$ cat src/rtl/mem_port_arbiter.sv
// Round-robin sequencer sharing a single-ported 1024x16 memory between the fetch (IF)
// and data (DM) requesters. Optional feature macro: ADDR_RANGE_CHECK_EN (reject ADDR[15:10] != 0).
module mem_port_arbiter #(
  parameter int unsigned MEM_LAT = 1
) (
  input  logic        clk,
  input  logic        rst_n,
  input  logic        if_req_i,
  input  logic [15:0] if_addr_i,
  output logic        if_ack_o,
  input  logic        dm_req_i,
  input  logic [15:0] dm_addr_i,
  input  logic        dm_we_i,
  input  logic [15:0] dm_wdata_i,
  output logic        dm_ack_o,
  output logic [15:0] rdata_o,
  output logic        err_o,
  output logic        busy_o,
  output logic        mem_en_o,
  output logic        mem_we_o,
  output logic [9:0]  mem_addr_o,
  output logic [15:0] mem_din_o,
  input  logic [15:0] mem_dout_i
);

  typedef enum logic [1:0] {S_IDLE, S_ISSUE, S_WAIT, S_RESP} state_e;
  typedef enum logic {OWN_IF = 1'b0, OWN_DM = 1'b1} owner_e;

  localparam logic [2:0] LatM1 = 3'(MEM_LAT - 1);

  state_e      state_q, state_d;
  owner_e      owner_q, owner_d;
  owner_e      last_q,  last_d;
  logic [9:0]  addr_q,  addr_d;
  logic        we_q,    we_d;
  logic [15:0] wdata_q, wdata_d;
  logic [2:0]  cnt_q,   cnt_d;
  logic [15:0] rdata_q, rdata_d;
  logic        rej_q;
  logic        grant_dm;
  logic [15:0] sel_addr;

`ifdef ADDR_RANGE_CHECK_EN
  logic rej_d;
`else
  logic addr_hi_unused;
  assign rej_q          = 1'b0;
  assign addr_hi_unused = ^sel_addr[15:10];
`endif

  // On a tie the requester that did not win last time is served.
  assign grant_dm = dm_req_i && (!if_req_i || (last_q == OWN_IF));
  assign sel_addr = grant_dm ? dm_addr_i : if_addr_i;

  always_comb begin
    // NOTE: every next-state signal gets a default first, so no path through the case infers a latch.
    state_d = state_q;
    owner_d = owner_q;
    last_d  = last_q;
    addr_d  = addr_q;
    we_d    = we_q;
    wdata_d = wdata_q;
    cnt_d   = cnt_q;
    rdata_d = rdata_q;
`ifdef ADDR_RANGE_CHECK_EN
    rej_d   = rej_q;
`endif
    case (state_q)
      S_IDLE: begin
        if (if_req_i || dm_req_i) begin
          owner_d = grant_dm ? OWN_DM : OWN_IF;
          addr_d  = sel_addr[9:0];
          we_d    = grant_dm && dm_we_i;
          wdata_d = grant_dm ? dm_wdata_i : wdata_q;
`ifdef ADDR_RANGE_CHECK_EN
          rej_d   = |sel_addr[15:10];
`endif
          state_d = S_ISSUE;
        end
      end
      S_ISSUE: begin
        if (rej_q || we_q) begin
          state_d = S_RESP;
        end else begin
          cnt_d   = LatM1;
          state_d = S_WAIT;
        end
      end
      S_WAIT: begin
        if (cnt_q == 3'd0) begin
          rdata_d = mem_dout_i;
          state_d = S_RESP;
        end else begin
          cnt_d = cnt_q - 3'd1;
        end
      end
      S_RESP: begin
        last_d  = owner_q;
        if (rej_q) rdata_d = 16'h0000;
        state_d = S_IDLE;
      end
      default: state_d = S_IDLE;
    endcase
  end

  always_ff @(posedge clk or negedge rst_n) begin
    if (!rst_n) begin
      state_q <= S_IDLE;
      owner_q <= OWN_IF;
      last_q  <= OWN_DM;
      addr_q  <= 10'h000;
      we_q    <= 1'b0;
      wdata_q <= 16'h0000;
      cnt_q   <= 3'd0;
      // NOTE: rdata is a visible output with a defined reset value, so unlike a storage array it is reset.
      rdata_q <= 16'h0000;
`ifdef ADDR_RANGE_CHECK_EN
      rej_q   <= 1'b0;
`endif
    end else begin
      // NOTE: non-blocking assignments so every register samples the pre-edge values.
      state_q <= state_d;
      owner_q <= owner_d;
      last_q  <= last_d;
      addr_q  <= addr_d;
      we_q    <= we_d;
      wdata_q <= wdata_d;
      cnt_q   <= cnt_d;
      rdata_q <= rdata_d;
`ifdef ADDR_RANGE_CHECK_EN
      rej_q   <= rej_d;
`endif
    end
  end

  // Strobes decode straight from state/owner flops; the async reset clears them immediately.
  assign busy_o     = (state_q != S_IDLE);
  assign mem_en_o   = (state_q == S_ISSUE) && !rej_q;
  assign mem_we_o   = mem_en_o && we_q;
  assign mem_addr_o = addr_q;
  assign mem_din_o  = wdata_q;
  assign if_ack_o   = (state_q == S_RESP) && (owner_q == OWN_IF);
  assign dm_ack_o   = (state_q == S_RESP) && (owner_q == OWN_DM);
  assign err_o      = (state_q == S_RESP) && rej_q;
  assign rdata_o    = rdata_q;

endmodule

$ cat config.mk
export PLATFORM = sky130hd
export DESIGN_NAME = mem_port_arbiter
export DESIGN_NICKNAME = d
export VERILOG_FILES = /design/src/rtl/mem_port_arbiter.sv
export SDC_FILE = /design/constraint.sdc
export NUM_CORES = 1
export LEC_CHECK = 0
export ABC_AREA = 1
export BUFFER_PORTS_ARGS = -buffer_cell sky130_fd_sc_hd__buf_2
export CAP_MARGIN = 20
export CORE_MARGIN = 2
export CORE_UTILIZATION = 49
export CTS_CLUSTER_DIAMETER = 200
export DETAILED_ROUTE_END_ITERATION = 8
export GPL_TIMING_DRIVEN = 0
export PLACE_DENSITY = 0.91
export SLEW_MARGIN = 40
export SYNTH_ARGS = -nofsm -noshare
export SYNTH_HDL_FRONTEND = slang
export SYNTH_SLANG_ARGS = --single-unit
$ cat constraint.sdc
create_clock -name clk -period 2.17 [get_ports clk]
set_input_delay 0.434 -clock clk [delete_from_list [all_inputs] [get_ports clk]]
set_output_delay 0.434 -clock clk [all_outputs]
set_load 0.02 [all_outputs]
==> impl_metrics.py, run 1 <==
metrics = {
    "synth": {
        "synth_seq_cells": 50,
        "synth_cell_types": 19,
        "yosysSeqAreaShare": 0.542,
        "synthesis.area_mm2": 0.00231,
        "syn-num-nets": 361,
        "syn_inst": 286,
        "avgSynthCellArea_um2": 8.08,
        "yosysWarningCount": 0,
    },
    "power": {
        "power_density_mw_per_mm2": 1500,
        "p_leak_nw": 1.84,
        "peakVddDrop_v": 0.000707,
    },
    "global_route": {
        "grt_pass1_vias": 2078,
        "antenna_found_initial": 0,
        "overflow": 0,
        "grt_start_max_net_pins": 51,
        "grt_pass1_wl_um": 8640,
        "use_met2": 0.372,
        "track_usage": 0.208,
        "use_met1": 0.240,
        "grt_use_met3": 0.0525,
        "top_usage_layer": "met2",
    },
    "place": {
        "gp_congestion": 0.863,
        "dp_slack_ns": 0.631,
        "portBuffers": 103,
        "hpwl_um": 3780,
    },
    "clocking": {
        "post_cts_resized": 0,
        "clock-sinks": 50,
        "tritoncts": "yes",
        "post_cts_buffers": 0,
        "clk_pin_slew_ns": 0.08,
        "cts_hold_buf": 0,
        "cts_made_buffers": 5,
        "insertion_delay_ns": 0.30,
        "root_buffer": "clkbuf_8",
        "ctsHtreeMaxLevel": 2,
        "clockBufferDepth": 2,
    },
    "critical_path": {
        "critical_path_arrival_ns": 1.39,
        "path_delay_family": "flip-flops",
        "cpPeakStageDelay_ns": 0.43,
        "crit_buf_inv": 3,
        "crit_chain": "inv_1 -> ha_1 -> inv_2 -> buf_2",
        "worst-path-max-fanout": 5,
        "critPathKind": "reg2out",
        "start_kind": "flip-flop",
        "end_kind": "output port",
        "cpMaxStageDelayCell": "dfrtp_1",
        "required_ns": 1.74,
    },
    "timing": {
        "worstMarginPinSlew_ns": 0.606,
        "slew-limit-headroom": 0.596,
        "hold_viol": 0,
        "setup_ws_ns": 0.345,
        "rsz0062_at_grt": "false",
        "slew_viol_final": 0,
        "tns_ns": 0,
        "period_share": 0.841,
        "max_freq_mhz": 548,
        "finalSetupViolCount": 0,
        "fin_skew_ns": 0.00905,
        "min_period_ns": 1.83,
    },
    "routing": {
        "via_per_inst": 4.76,
        "firstDrtPassIters": 4,
        "wl_per_cell_um": 11.0,
        "ant_nets": 0,
        "drt-total-wl_um": 4950,
        "vias": 2138,
        "drc": 0,
        "drt_iter0_markers": 111,
    },
    "floorplan": {
        "die_h_um": 72.7,
        "initial_utilization": 0.520,
        "num_rows": 24,
        "core_mm2": 0.00444,
        "io_pins": 117,
        "dieArea_mm2": 0.00528,
        "die_w_um": 72.7,
    },
    "finish": {
        "areaGrowthSynthToFinish_pct": 30.1,
        "fillers": 362,
        "diodes": 0,
        "drive_gt1_frac": 0.325,
        "nNetsFinal": 471,
    },
    "job": {
        "maxCapViolations": 0,
    },
    "worst_hold_path": {
        "min_path_type": "in2async",
    },
    "outcome": {
        "status": "complete, no violations",
    },
}
[cells in the mapped netlist]
| library cell | n | area (µm²) |
|---|---|---|
| inv_1 | 47 | 176 |
| nor2_1 | 3 | 11.3 |
| nor2_4 | 1 | 11.3 |
| o21ai_0 | 1 | 5.00 |
| or2_2 | 2 | 12.5 |
| o21ai_1 | 20 | 100 |
| nand2_2 | 1 | 6.26 |
| clkbuf_1 | 2 | 7.51 |
| nand2_1 | 99 | 372 |
| nand3_2 | 2 | 20.0 |
| ha_1 | 6 | 75.1 |
| inv_2 | 1 | 3.75 |
| conb_1 | 1 | 3.75 |
| a21oi_1 | 1 | 5.00 |
| dfrtp_1 | 49 | 1230 |
| nand3_1 | 39 | 195 |
| dfstp_2 | 1 | 26.3 |
| buf_2 | 8 | 40.0 |
| buf_4 | 2 | 15.0 |
[flip-flops by register name, summed over array words and instances (netlist names)]
register / flops
mem_din_o: 16
rdata_o: 16
last_q: 1
we_q: 1
cnt_q: 3
owner_q: 1
mem_addr_o: 10
state_q: 2
[report_power, final]
group / switching (mW) / leakage [nW] / internal (mW)
clock network: 0.303 / 0.0585 / 0.345
logic: 1.47 / 1.17 / 0.761
registers: 0.238 / 0.618 / 1.38
total: 2.01 / 1.84 / 2.49
[layout make-up]
| class | instances | area [µm²] | share of cell area |
|---|---|---|---|
| Tap cell | 52 | 65.1 | 0.0216 |
| Multi-Input combinational cell | 176 | 817 | 0.272 |
| Timing Repair Buffer | 103 | 518 | 0.172 |
| Buffer | 12 | 62.6 | 0.0208 |
| Clock inverter | 3 | 43.8 | 0.0146 |
| Inverter | 48 | 180 | 0.0599 |
| Sequential cell | 50 | 1250 | 0.416 |
| Clock buffer | 5 | 68.8 | 0.0229 |
[metrics by stage]
stage	util	power, mW	hold slack (ns)	cells	instance area (µm²)
after detailed placement	0.651	3.90	0.454	441	2900
final	0.677	4.50	0.132	449	3010
after CTS	0.677	4.55	0.157	449	3010
after floorplan	-	3.14	0.138	286	2310
after global placement	0.651	3.80	0.449	441	2890
after global routing	0.677	4.90	0.178	449	3010
[cell usage in the layout, fill, tap and decap left out, drive strengths merged]
cell type	instances
a21oi	1
buf	113
bufinv	1
clkbuf	7
clkinv	1
conb	1
dfrtp	49
dfstp	1
ha	6
inv	49
nand2	100
nand3	41
nor2	4
o21ai	21
or2	2
[path summary, 6_finish.rpt]
kind	start	slack (ns)	cells after the start	to
min in group clk	mem_dout_i[12]	0.36	3	rdata_o[12]
min	rst_n	0.13	1	mem_addr_o[2]
max reg2reg	cnt_q[0]	0.61	7	rdata_o[0]
min reg2reg	last_q	0.47	2	last_q
max	state_q[0]	0.34	4	busy_o
max in group asynchronous	rst_n	1.62	1	rdata_o[7]
[layer usage]
layer	wire length, µm	part of all wire	up-vias
met2	2590	0.52	61
met3	242	0.049	4
met1	2070	0.42	982
li1	-	-	1091
met5	0	0	-
met4	56	0.011	0
[kinds of logic (layout without fill, tap and decap cells)]
| family | after synthesis | after routing | synth area share |
|---|---|---|---|
| simple gates | 147 | 147 | 0.272 |
| fa+ha+maj | 6 | 6 | 0.0325 |
| other cells | 1 | 1 | 0.00162 |
| flops | 50 | 50 | 0.542 |
| buf+inv | 60 | 171 | 0.105 |
| compound gates | 22 | 22 | 0.0476 |
(Power assumes the default switching activity.)
==> run 2: changes to the inputs <==
- CORE_UTILIZATION: 49 -> 45
- PLACE_DENSITY: 0.91 -> 0.85
- clock period: 2.17 -> 1.9 ns (I/O delays scaled with it)
==> impl_metrics.py, run 2 (synthesized netlist as in run 1, its figures left out) <==
metrics = {
    "outcome": {
        "status": "complete, no violations",
    },
    "critical_path": {
        "r2r_setup_slack_ns": 0.33,
        "critPathKind": "reg2out",
        "required_ns": 1.52,
        "cpMostUsedCell": "inv_1",
        "start_kind": "flip-flop",
        "cp-startpoint": "state_q[1]",
        "r2r_cells": 8,
        "crit_chain": "inv_1 -> ha_1 -> nand2_1 -> inv_1 -> buf_2",
        "worst-path-max-fanout": 5,
        "critical_path_arrival_ns": 1.38,
        "reg2reg_from": "cnt_q[0]",
        "cpMaxStageDelayCell": "dfrtp_1",
        "cpPeakStageDelay_ns": 0.44,
        "end_kind": "output port",
    },
    "timing": {
        "tns_ns": 0,
        "fin_skew_ns": 0.00610,
        "rsz0062_at_grt": "false",
        "min_period_ns": 1.76,
        "finalSetupViolCount": 0,
        "slew_viol_final": 0,
        "max_freq_mhz": 567,
        "period_share": 0.928,
        "slew-limit-headroom": 0.590,
        "hold_viol": 0,
        "worstMarginPinSlew_ns": 0.615,
    },
    "place": {
        "dp.cells": 459,
        "placed_cell_area_mm2": 0.00292,
        "gp_congestion": 0.819,
        "hpwl_um": 3710,
        "portBuffers": 103,
    },
    "power": {
        "p_comb_frac": 0.480,
        "p_sw_frac": 0.430,
        "peakVddDrop_v": 0.000813,
        "p_int_mw": 3.01,
        "power_density_mw_per_mm2": 1730,
        "power_mw": 5.28,
        "p_leak_nw": 1.86,
        "p_sw_mw": 2.27,
        "p_seq_frac": 0.351,
        "p_clk_frac": 0.169,
    },
    "clocking": {
        "post_cts_buffers": 0,
        "clk_pin_slew_ns": 0.09,
        "post_cts_resized": 0,
        "clock-sinks": 50,
        "ctsHtreeMaxLevel": 2,
        "clockBufferDepth": 2,
        "tritoncts": "yes",
        "insertion_delay_ns": 0.29,
        "cts_made_buffers": 5,
        "root_buffer": "clkbuf_8",
        "cts_hold_buf": 0,
    },
    "routing": {
        "ant_nets": 0,
        "drt-total-wl_um": 4880,
        "vias": 2113,
        "drt_iter0_markers": 79,
        "firstDrtPassIters": 4,
        "via_per_inst": 4.52,
        "wl_per_cell_um": 10.4,
        "drc": 0,
    },
    "floorplan": {
        "num_rows": 26,
        "die_w_um": 75.7,
        "dieArea_mm2": 0.00573,
        "die_h_um": 75.7,
        "core_mm2": 0.00504,
        "initial_utilization": 0.459,
        "io_pins": 117,
    },
    "global_route": {
        "grt_pass1_vias": 1830,
        "grt_pass1_wl_um": 7780,
        "track_usage": 0.178,
        "grt_start_max_net_pins": 51,
        "grt_use_met3": 0.0437,
        "use_met1": 0.223,
        "overflow": 0,
        "use_met2": 0.302,
        "antenna_found_initial": 0,
        "top_usage_layer": "met2",
    },
    "finish": {
        "mostFrequentLayoutCells": "buf_2, nand2_1, dfrtp_1, inv_1, nand3_1",
        "regArea_mm2": 0.00125,
        "diodes": 0,
        "fillers": 464,
        "instances_no_fill": 467,
        "multi_input_area_um2": 817,
        "final_common_cell": "buf_2",
        "drive_gt1_frac": 0.325,
        "nNetsFinal": 471,
        "areaGrowthSynthToFinish_pct": 32.4,
        "stdcell_area_mm2": 0.00306,
    },
    "worst_hold_path": {
        "min_path_type": "in2async",
    },
    "job": {
        "maxCapViolations": 0,
    },
}
run 2: final timing paths:
kind                                 to
setup / recovery               mem_we_o
min in group clk           mem_din_o[3]
hold reg to reg                  last_q
setup reg to reg             rdata_o[2]
max in group asynchronous    rdata_o[7]
hold / removal             mem_din_o[1]
run 2: power groups by stage:
stage,logic (mW),clock network (mW),registers [mW]
final,2.53,0.895,1.85
after CTS,2.57,0.922,1.85
after global routing,2.86,0.956,1.93
after global placement,2.49,0,1.85
after detailed placement,2.57,0,1.86
after floorplan,1.20,0,2.39
run 2: cell type report:
type | count | share of cell area
Sequential cell | 50 | 0.409
Multi-Input combinational cell | 176 | 0.267
Timing Repair Buffer | 103 | 0.169
Inverter | 48 | 0.0589
Tap cell | 70 | 0.0286
Clock buffer | 6 | 0.0270
Buffer | 12 | 0.0204
Clock inverter | 2 | 0.0196
run 2: metrics by stage:
| stage | utilization | worst slack, ns | hold slack (ns) |
|---|---|---|---|
| final | 0.607 | 0.138 | 0.0843 |
| after global routing | 0.607 | 0.0136 | 0.143 |
| after CTS | 0.607 | 0.138 | 0.111 |
| after detailed placement | 0.579 | 0.346 | 0.439 |
| after global placement | 0.578 | 0.395 | 0.450 |
| after floorplan | - | 0.486 | 0.0844 |
run 2: critical path: cells and delay by family (launching register included):
kind / cells / cell delay (ns)
AND/OR/NAND/NOR: 1 / 0.13
adder cells (fa/ha/maj): 1 / 0.22
buffers and inverters: 3 / 0.30
flip-flops: 1 / 0.44
run 2: routing by layer:
metal,wire length [µm],part of all wire
met1,2090,0.43
met2,2480,0.51
met3,236,0.048
met4,69,0.014
met5,0,0
==> run 3: changes to the inputs <==
- BUFFER_PORTS_ARGS: -buffer_cell sky130_fd_sc_hd__buf_2 -> default
- CORE_UTILIZATION: 45 -> 61
- CTS_BUF_LIST: default -> sky130_fd_sc_hd__clkbuf_2 sky130_fd_sc_hd__clkbuf_4 sky130_fd_sc_hd__clkbuf_8
- DONT_BUFFER_PORTS: default -> 1
- PLACE_DENSITY: 0.85 -> 0.83
==> impl_metrics.py, run 3 (synthesized netlist as in run 1, its figures left out) <==
metrics = {
    "outcome": {
        "status": "complete, no violations",
    },
    "timing": {
        "tns_ns": 0,
        "hold_ws_ns": 0.192,
        "setup_ws_ns": 0.113,
        "finalSetupViolCount": 0,
        "fin_skew_ns": 0.00634,
        "hold_viol": 0,
        "slew_viol_final": 0,
        "period_share": 0.941,
        "rsz0062_at_grt": "false",
        "max_freq_mhz": 560,
        "min_period_ns": 1.79,
    },
    "floorplan": {
        "num_rows": 22,
        "initial_utilization": 0.632,
        "die_w_um": 65.6,
        "die_h_um": 65.6,
        "io_pins": 117,
        "dieArea_mm2": 0.00430,
        "core_mm2": 0.00366,
    },
    "critical_path": {
        "cpMaxStageDelayCell": "dfrtp_1",
        "path_delay_family": "flip-flops",
        "start_kind": "flip-flop",
        "cpMostUsedCell": "inv_1",
        "reg2reg_from": "cnt_q[0]",
        "crit_chain": "inv_1 -> ha_2 -> nand2_1 -> inv_1",
        "required_ns": 1.52,
        "worst-path-max-fanout": 5,
        "crit_buf_inv": 2,
        "critical_path_arrival_ns": 1.41,
        "rr_endpoint": "rdata_o[3]",
        "end_kind": "output port",
        "cp-startpoint": "state_q[1]",
        "r2r_setup_slack_ns": 0.35,
        "r2r_cells": 7,
        "critPathKind": "reg2out",
        "cpPeakStageDelay_ns": 0.43,
    },
    "clocking": {
        "clock-sinks": 50,
        "cts_made_buffers": 5,
        "clockBufferDepth": 2,
        "insertion_delay_ns": 0.31,
        "root_buffer": "clkbuf_8",
        "tritoncts": "yes",
        "clk_pin_slew_ns": 0.09,
        "ctsHtreeMaxLevel": 2,
    },
    "finish": {
        "drive_gt1_frac": 0.0946,
        "diodes": 0,
        "nNetsFinal": 370,
        "areaGrowthSynthToFinish_pct": 9.20,
        "instances_no_fill": 344,
        "mostFrequentLayoutCells": "nand2_1, dfrtp_1, inv_1, nand3_1, o21ai_1",
        "final_common_cell": "nand2_1",
    },
    "place": {
        "dp_slack_ns": 0.334,
        "gp_congestion": 0.790,
        "dp.cells": 334,
        "portBuffers": 0,
        "hpwl_um": 3260,
    },
    "routing": {
        "firstDrtPassIters": 4,
        "via_per_inst": 5.22,
        "ant_nets": 0,
        "drt-total-wl_um": 4480,
        "drc": 0,
        "wl_per_cell_um": 13.0,
        "drt_iter0_markers": 131,
        "vias": 1797,
    },
    "global_route": {
        "grt_start_max_net_pins": 51,
        "antenna_found_initial": 0,
        "track_usage": 0.227,
        "grt_pass1_wl_um": 7530,
        "grt_pass1_vias": 1686,
        "overflow": 0,
    },
    "worst_hold_path": {
        "hp-start": "dm_wdata_i[8]",
        "hold_path_depth": 2,
        "min_path_type": "in2reg",
        "hold_end": "mem_din_o[8]",
    },
    "power": {
        "power_mw": 4.69,
        "power_density_mw_per_mm2": 1860,
        "p_leak_nw": 1.43,
        "peakVddDrop_v": 0.00106,
    },
    "job": {
        "maxCapViolations": 0,
    },
}
[run 3: cell count changes in the layout (fill, tap and decap cells not counted), sizes merged]
| cell | previous run | this run |
|---|---|---|
| clkbuf | 8 | 7 |
| dlygate4sd3 | 0 | 1 |
| clkinv | 0 | 1 |
| buf | 113 | 11 |
| inv | 48 | 49 |
| bufinv | 2 | 1 |
[run 3: cell type report]
cell class / instances / area (µm²)
Clock inverter: 3 / 43.8
Sequential cell: 50 / 1250
Buffer: 12 / 62.6
Multi-Input combinational cell: 176 / 820
Tap cell: 48 / 60.1
Inverter: 48 / 180
Fill cell: 303 / 1140
Clock buffer: 5 / 68.8
Timing Repair Buffer: 2 / 37.5
[run 3: how the worst max path moves through the flow]
stage | slack (ns) | cells past startpoint | to
final | 0.11 | 4 | mem_we_o
after CTS | 0.09 | 4 | mem_we_o
after floorplan | 0.49 | 4 | mem_we_o
after global routing | 0.02 | 4 | mem_we_o
after global placement | 0.39 | 4 | mem_we_o
after detailed placement | 0.33 | 4 | mem_we_o
[run 3: report_power, final]
group | total, mW | leakage, nW | switching (mW) | internal [mW]
Clock | 0.749 | 0.0585 | 0.355 | 0.395
Sequential | 2.47 | 0.618 | 0.892 | 1.58
Combinational | 1.47 | 0.753 | 0.943 | 0.529
Total | 4.69 | 1.43 | 2.19 | 2.50
[run 3: what timing repair did]
action | CTS | global route
hold buffers | 2 | 0
endpoints found under the hold margin | 50 | 0
setup endpoints to repair | 1 | 0
setup buffers | 0 | 0
resized for setup | 1 | 0
[run 3: metrics by stage]
stage | instance area, µm² | utilization
2_1_floorplan | 2310 | -
3_3_place_gp | 2370 | 0.648
3_5_place_dp | 2370 | 0.648
4_1_cts | 2520 | 0.690
5_1_grt | 2520 | 0.690
6_report | 2520 | 0.690
[run 3: worst register-to-register path, cell delays in order (launching register included)]
cell,delay (ns)
dfrtp_1,0.39
inv_1,0.07
ha_1,0.14
ha_1,0.12
buf_2,0.19
clkbuf_1,0.34
nand3_1,0.13
nand2_1,0.10
[run 3: layer usage]
layer | global-route usage | wire length, µm | up-vias
met3 | 0.101 | 359 | 6
met5 | 0 | 0 | -
met1 | 0.267 | 1780 | 833
li1 | - | - | 890
met4 | 0.0599 | 53 | 0
met2 | 0.378 | 2290 | 68
